File: src/rtl/melody_sequencer.sv
// Song-ROM driven note sequencer: fetches note words, times each note and the
// silent gap after it, and drives the tone generator's shift/note/en inputs.
module melody_sequencer #(
  parameter int TICKS_PER_UNIT = 12_500_000,
  parameter int GAP_TICKS      = 1_000_000,
  parameter int AW             = 5
) (
  input  logic          clk,
  input  logic          rst,
  input  logic          start,
  input  logic          pause,
  input  logic          stop,
  input  logic          loop,
  input  logic [7:0]    rom_data,
  output logic [AW-1:0] rom_addr,
  output logic [1:0]    shift,
  output logic [2:0]    note,
  output logic          en,
  output logic          playing,
  output logic          done
);

  localparam int TW = (TICKS_PER_UNIT > 1) ? $clog2(TICKS_PER_UNIT) : 1;
  localparam int GW = (GAP_TICKS > 1) ? $clog2(GAP_TICKS) : 1;
  localparam logic [TW-1:0] TICK_LAST = TW'(TICKS_PER_UNIT - 1);
  localparam logic [GW-1:0] GAP_LAST  = GW'((GAP_TICKS > 0) ? GAP_TICKS - 1 : 0);

  typedef enum logic [2:0] {
    IDLE  = 3'd0,
    FETCH = 3'd1,
    LOAD  = 3'd2,
    PLAY  = 3'd3,
    GAP   = 3'd4,
    DONE  = 3'd5
  } state_t;

  state_t        state, next;
  logic [TW-1:0] tick;
  logic [GW-1:0] gap_cnt;
  logic [2:0]    dur_cnt;
  logic          wrap;
  logic          rom_end;
  logic          note_end;
  logic          advance;

  // A wrapped address ends the song just like a terminator word.
  assign rom_end  = wrap || (rom_data[2:0] == 3'd0);
  assign note_end = (tick == TICK_LAST) && (dur_cnt == 3'd1);
  assign advance  = ((state == PLAY) || (state == GAP)) && (next == FETCH);

  always_ff @(posedge clk or posedge rst) begin
    if (rst) state <= IDLE;
    else     state <= next;
  end

  always_comb begin
    next = state;
    case (state)
      IDLE:  if (start) next = FETCH;
      FETCH: next = LOAD;
      LOAD: begin
        if (rom_end) next = loop ? FETCH : DONE;
        else         next = PLAY;
      end
      PLAY:  if (!pause && note_end) next = (GAP_TICKS == 0) ? FETCH : GAP;
      GAP:   if (!pause && gap_cnt == GAP_LAST) next = FETCH;
      DONE:  next = IDLE;
      default: next = IDLE;
    endcase
    if (stop) next = IDLE;
  end

  // Outputs are registered from the next state so they line up with it.
  always_ff @(posedge clk or posedge rst) begin
    if (rst) begin
      rom_addr <= '0;
      shift    <= '0;
      note     <= '0;
      en       <= 1'b0;
      playing  <= 1'b0;
      done     <= 1'b0;
      tick     <= '0;
      gap_cnt  <= '0;
      dur_cnt  <= '0;
      wrap     <= 1'b0;
    end else begin
      en      <= 1'b0;
      playing <= (next != IDLE);
      done    <= (next == DONE);
      if (next == IDLE) begin
        rom_addr <= '0;
        wrap     <= 1'b0;
      end else begin
        if (advance) begin
          rom_addr <= rom_addr + 1'b1;
          if (&rom_addr) wrap <= 1'b1;
        end
        case (state)
          LOAD: begin
            if (next == PLAY) begin
              shift   <= rom_data[7:6];
              note    <= rom_data[5:3];
              dur_cnt <= rom_data[2:0];
              tick    <= '0;
              en      <= (rom_data[5:3] != 3'd0);
            end else if (next == FETCH) begin
              rom_addr <= '0;
              wrap     <= 1'b0;
            end
          end
          PLAY: begin
            if (!pause) begin
              if (tick == TICK_LAST) begin
                tick    <= '0;
                dur_cnt <= dur_cnt - 3'd1;
              end else begin
                tick <= tick + 1'b1;
              end
              if (next == PLAY) en <= (note != 3'd0);
              else              gap_cnt <= '0;
            end
          end
          GAP: begin
            if (!pause && next == GAP) gap_cnt <= gap_cnt + 1'b1;
          end
          default: ;
        endcase
      end
    end
  end

endmodule

File: config.mk
export PLATFORM = sky130hd
export DESIGN_NAME = melody_sequencer
export DESIGN_NICKNAME = d
export VERILOG_FILES = /design/src/rtl/melody_sequencer.sv
export SDC_FILE = /design/constraint.sdc
export NUM_CORES = 1
export LEC_CHECK = 0
export ABC_AREA = 1
export ABC_CLOCK_PERIOD_IN_PS = 5500
export CAP_MARGIN = 15
export CORE_MARGIN = 10
export CORE_UTILIZATION = 25
export DETAILED_ROUTE_END_ITERATION = 12
export HOLD_SLACK_MARGIN = 0.06
export SLEW_MARGIN = 15
export SYNTH_ARGS = -nofsm -noshare
export SYNTH_HDL_FRONTEND = slang
export SYNTH_SLANG_ARGS = --single-unit
File: constraint.sdc
create_clock -name clk -period 5.5 [get_ports clk]
set_input_delay 0.55 -clock clk [delete_from_list [all_inputs] [get_ports clk]]
set_output_delay 0.55 -clock clk [all_outputs]
set_load 0.03 [all_outputs]
[Word-level counts from Yosys, hierarchy flattened]
Index checks and enable logic that the tools add are counted.
Operators by class
  add/subtract/negate cells: 4
  equality and inequality tests: 16
  muxes and demuxes: 35
  bitwise gates (word level): 1
  reductions and logical operators: 21
Operator list (count)
  two-way mux 24 bit: 3
  two-way mux 20 bit: 3
  case mux 24 bit (2 select lines): 1
  case mux 20 bit (2 select lines): 1
  two-way mux 3 bit: 9
  two-way mux 5 bit: 5
  adder 24 x 1 -> 24 bit, second input constant: 1
  == test 24 bit, second input constant: 1
  adder 20 x 1 -> 20 bit, second input constant: 1
  == test 20 bit, second input constant: 1
  case mux 3 bit (5 select lines): 1
  AND reduction 5 bit: 3
  two-way mux 1 bit: 10
  == test 3 x 1 -> 1 bit, second input constant: 3
  == test 3 x 2 -> 1 bit, second input constant: 3
  == test 3 bit, second input constant: 3
  zero test 3 bit: 3
  nonzero test 3 bit: 3
  inequality test 2 bit, second input constant: 4
  case mux 3 bit (2 select lines): 1
  adder 5 x 1 -> 5 bit, second input constant: 1
  logical AND 1 bit: 5
  AND reduction 4 bit: 1
  nonzero test 2 bit: 2
  other kinds (7): 8
Storage, ports and cells
  register bits after elaboration: 64
  input port bits: 14
  output and inout port bits: 13
  word-level logic and storage cells: 88

[Logic depth before layout (Yosys ltp)]
  word-level depth: 13
  gate-level depth with buffers: 16
  mapped depth without buffers: 15

[Worst setup path after synthesis]
No wires, ideal clock.
  kind: reg2reg
  from: register tick[0]
  to: register tick[7]
  library setup time: 117 ps
  arrival time: 1894 ps
  required time: 5383 ps
  setup slack: 3488 ps
  cell stages (with the launch flop): 16
  path buffers: 1
  clock period less this slack: 2012 ps
  cell sequence: dfrtp_1 ha_1 nand2_2 nor2_4 nand2_1 nor2_2 nand3_2 nand2_4 nand2_2 nand2_2 nand3_4 nand2_2 inv_2 buf_4 nand3_1 nand2_1
Between the ends
  cells in the longest elaborated chain, start to end: 9
  elaborated cells on any way between the ends: 15
  those cells by class: 1 x add/sub; 3 x eq/ne; 6 x mux; 1 x bitwise; 4 x reduce/logical
Ends and longest elaborated chain
  from (decl): line 38  | logic [TW-1:0] tick;
  from (signal assigned): line 117  | tick <= tick + 1'b1;
  == test 24 bit: line 48, 113
  logical AND 1 bit: line 48  | assign note_end = (tick == TICK_LAST) && (dur_cnt == 3'd1);
  logical AND 1 bit: line 65  | PLAY: if (!pause && note_end) next = (GAP_TICKS == 0) ? FETCH : GAP;
  two-way mux 3 bit: line 65
  case mux 3 bit (5 select lines): line 58  | case (state)
  two-way mux 3 bit: line 70  | if (stop) next = IDLE;
  == test 3 x 2 -> 1 bit or zero test 3 bit (tied branches): line 100, 90
  inequality test 2 bit (no source line) or NOT 1 bit (tied branches)
  AND reduction 4 bit (no source line)
Parallel ways exist; a longest one is shown, timed or not. The select of a mux whose other input is x is not followed.
A chain may end at the register's enable or synchronous reset.

[Worst setup path after layout]
  from: register state[2]
  to: register tick[14]
Between the ends
  cells in the longest elaborated chain, start to end: 6
  elaborated cells on any way between the ends: 18
  those cells by class: 7 x eq/ne; 6 x mux; 1 x bitwise; 4 x reduce/logical
Ends and longest elaborated chain
  from (decl): line 37  | state_t state, next;
  from (signal assigned): line 53  | else state <= next;
  == test 3 bit (tied with other cells): line 58
  case mux 3 bit (5 select lines): line 58
  two-way mux 3 bit: line 70
  == test 3 x 2 -> 1 bit or zero test 3 bit (tied branches): line 100, 90
  inequality test 2 bit (no source line) or NOT 1 bit (tied branches)
  AND reduction 4 bit (no source line)
Parallel ways exist; a longest one is shown, timed or not.

==> run_results.csv <==
group,metric,value,unit
clock_tree,clock-sinks,64,
clock_tree,cts.repair.resized,0,
synth,synth_top_cell_by_area,"dfrtp_1",
synth,async_flop_share,100,%
power,powerDensity,266,mW/mm^2
synth,synth_edf_count,0,
timing,hold_violations,0,
run_status,status,"finished, final reports clean",
detailed_routing,wirelength,10600,um
layout,fill_cells,1842,
setup_path,crit_chain,"inv_2, nor3_1, nand4_1, nand2_1, inv_2, nand2_2, nand4_2, nand2_2, nand3_2, nand2_1, nand2_1",
power,p_int,950,uW
timing,skew,7.27,ps
timing,fmax,0.314,GHz
synth,synth_seq_cells,64,
placed_design,dp_hpwl,7570,um
die,io_pins,27,
layout,layout-drive-gt1-share,8.59,%
power,power.share.clock,42.7,%
synth,yosysMostFrequentCell,"nand2_1",
placed_design,pre_cts_ws,2250,ps
detailed_routing,dr_total_vias,3871,
grt,grt_busiest_layer,"met2",
synth,ys.flop_type,"dfrtp_1",
grt,grt_max_degree,65,
clock_tree,cts.clk_slew.worst_paths,50,ps
setup_path,cpPeakStageDelay,800,ps
clock_tree,clock-root-buffer,"clkbuf_16",
grt,grt_usage,9.93,%
clock_tree,cts_made_buffers,9,
detailed_routing,vias_per_cell,4.44,
hold_path,hold_path.class,"reg -> reg",
die,die_w,151,um
setup_path,crit_required,5720,ps
grt,use_met2,15.3,%
setup_path,crit_fanout,24,
power,p_sw_share,29.1,%
die,rows,47,
clock_tree,post_cts_buffers,0,
die,die-area,0.0228,sq mm
clock_tree,cts_buffer_depth,2,
die,die_y,151,um
timing,setup_ws,2310,ps
detailed_routing,drtAntennaViolNets,0,
synth,ys_types,35,
setup_path,cp-start-kind,"flop",
power,switchingPower,391,uW
synth,ys_warn_count,0,
setup_path,critical_path.top_delay_family,"simple AND/OR/NAND/NOR gates",
clock_tree,worstSkewPairLatency,340,ps
layout,n_antenna_cell,0,
detailed_routing,wl_per_cell,12.2,um
setup_path,crit_buf_inv,2,
timing,max_slew_margin,29.2,%
timing,hold_ws,500,ps
detailed_routing,firstDrtPassIters,4,
layout,fin_cells,872,
hold_path,hold_depth,2,
clock_tree,htree_levels,3,
grt,grt_pass1_vias,3756,
power,p_seq_share,40.5,%
setup_path,r2r_cells,11,
setup_path,crit_cells,11,
timing,period_needed,3190,ps
timing,slew_violations,0,
layout,area_growth,17.4,%
synth,syn-cell-area,0.00430,sq mm
placed_design,dp.cells,856,
timing,tns,0,ps
setup_path,critPathArrivalTime,3400,ps
placed_design,placedInstanceArea,0.00475,sq mm
timing,rsz0062_at_grt,"no",
synth,syn-mean-instance-area,6.89,sq um
placed_design,gp_congestion,0.885,
setup_path,crit_slowest_cell,"nor3_1",
setup_path,crit_top_cell,"nand2_1",
placed_design,io_buffers,26,
grt,grt.overflow.total,0,
synth,synth_area_leaders,"dfrtp_1, nand2_1, nor2_1, nand3_1, xor2_1",
synth,syn_inst,624,
power,power,1.34,mW
power,ir_drop,0.167,mV
synth,syn_nets,644,
power,p_leak,2.26,nW
synth,synth_commonest_cells,"nand2_1, nor2_1, dfrtp_1",
timing,setup_viol,0,
grt,grt_use_met1,13.3,%
die,initial_utilization,25.7,%
clock_tree,cts_tree,"built",
layout,final_cell_area,0.00505,sq mm
timing,final.period_utilization,57.9,%
setup_path,path_class,"reg -> reg",
die,core,0.0167,sq mm
setup_path,end_kind,"flop",
flow_run,maxCapViolCount,0,
layout,fin_util,30.2,%
synth,netlist.area_leader.share,37.3,%
grt,met3_usage,2.39,%
clock_tree,ctsHoldBuffers,0,
timing,worst_pin_slew,1050,ps
power,comb_power_share,16.8,%
detailed_routing,route.detailed.drc,0,
grt,antenna_found_initial,0,
detailed_routing,drt_iter0_drc,247,
synth,ys_seq_area_share,37.3,%
grt,grt_first_pass_wirelength,18500,um
layout,layout.nets,667,
==> logic make-up after synthesis <==
group           synth area share, %
simple gates                   43.7
flops                          37.3
fa+ha+maj                      1.75
compound gates                 3.70
buf+inv                        7.31
xor+xnor                       6.32
==> layout by cell type (no fill, tap or decap) <==
master and count:
nand2_1 206, nor3b_1 5, and3_1 1, nor4_1 6, o31ai_1 1, a21oi_1 6
xnor2_1 9, nor2_2 6, nand3_2 2, nand3_4 1, nor2_4 2, ha_1 6
clkbuf_16 9, nand4_2 1, o21ai_1 8, buf_4 1, bufinv_16 1, clkinv_2 5
inv_1 49, nand2_4 4, nand4_1 13, clkinv_4 1, nor3_4 1, inv_2 9
nor3_1 12, o211ai_1 2, o21ai_0 12, clkdlybuf4s50_1 26, xor2_1 22, a31oi_1 1
nand3_1 59, nor2_1 86, or2_2 3, clkbuf_8 1, dfrtp_1 64, nand2_2 9
nand3b_1 2
==> worst paths after layout <==
| path | slack [ps] | end | start |
|---|---|---|---|
| max in group asynchronous | 4180 | gap_cnt[4]$_DFFE_PP0P_ | rst |
| worst min-delay path | 500 | dur_cnt[1]$_DFFE_PP0P_ | dur_cnt[1]$_DFFE_PP0P_ |
| worst min register to register | 500 | dur_cnt[1]$_DFFE_PP0P_ | dur_cnt[1]$_DFFE_PP0P_ |
| min in group asynchronous | 790 | tick[4]$_DFFE_PP0P_ | rst |
| worst max register to register | 2310 | tick[14]$_DFFE_PP0P_ | state[2]$_DFF_PP0_ |
| worst max-delay path | 2310 | tick[14]$_DFFE_PP0P_ | state[2]$_DFF_PP0_ |
==> power by group through the flow <==
stage	registers, mW	clock network [mW]	logic, mW
5_1_grt	0.550	0.609	0.253
2_1_floorplan	0.574	0	0.122
3_3_place_gp	0.549	0	0.227
6_report	0.543	0.573	0.225
4_1_cts	0.543	0.588	0.228
3_5_place_dp	0.549	0	0.226
==> routing by layer <==
| metal | wire length [um] | up-vias |
|---|---|---|
| met2 | 4770 | 60 |
| met4 | 149 | 0 |
| met5 | 0 | - |
| met3 | 390 | 6 |
| met1 | 5320 | 1767 |
| li1 | - | 2038 |
==> final cells by class <==
type                    instances  area [sq um]  area share [%]
clock buffers                  10           239            4.74
repair buffers                 27           268            5.31
clock inverters                 6          58.8            1.17
well taps                     220           275            5.45
flip-flops and latches         64          1600            31.7
inverters                      59           223            4.41
multi-input cells             486          2380            47.2
==> worst reg2reg max path: stages, from the launching register on <==
cell	delay [ps]
dfrtp_1	410
inv_2	60
nor3_1	800
nand4_1	160
nand2_1	150
inv_2	40
nand2_2	80
nand4_2	140
nand2_2	430
nand3_2	540
nand2_1	200
nand2_1	70
==> flip-flops by register name, summed over array words and instances (netlist names), 2 cells and up <==
register  cells
gap_cnt      20
shift         2
state         3
note          3
dur_cnt       3
rom_addr      5
tick         24
Power figures use the tool's default switching activity.
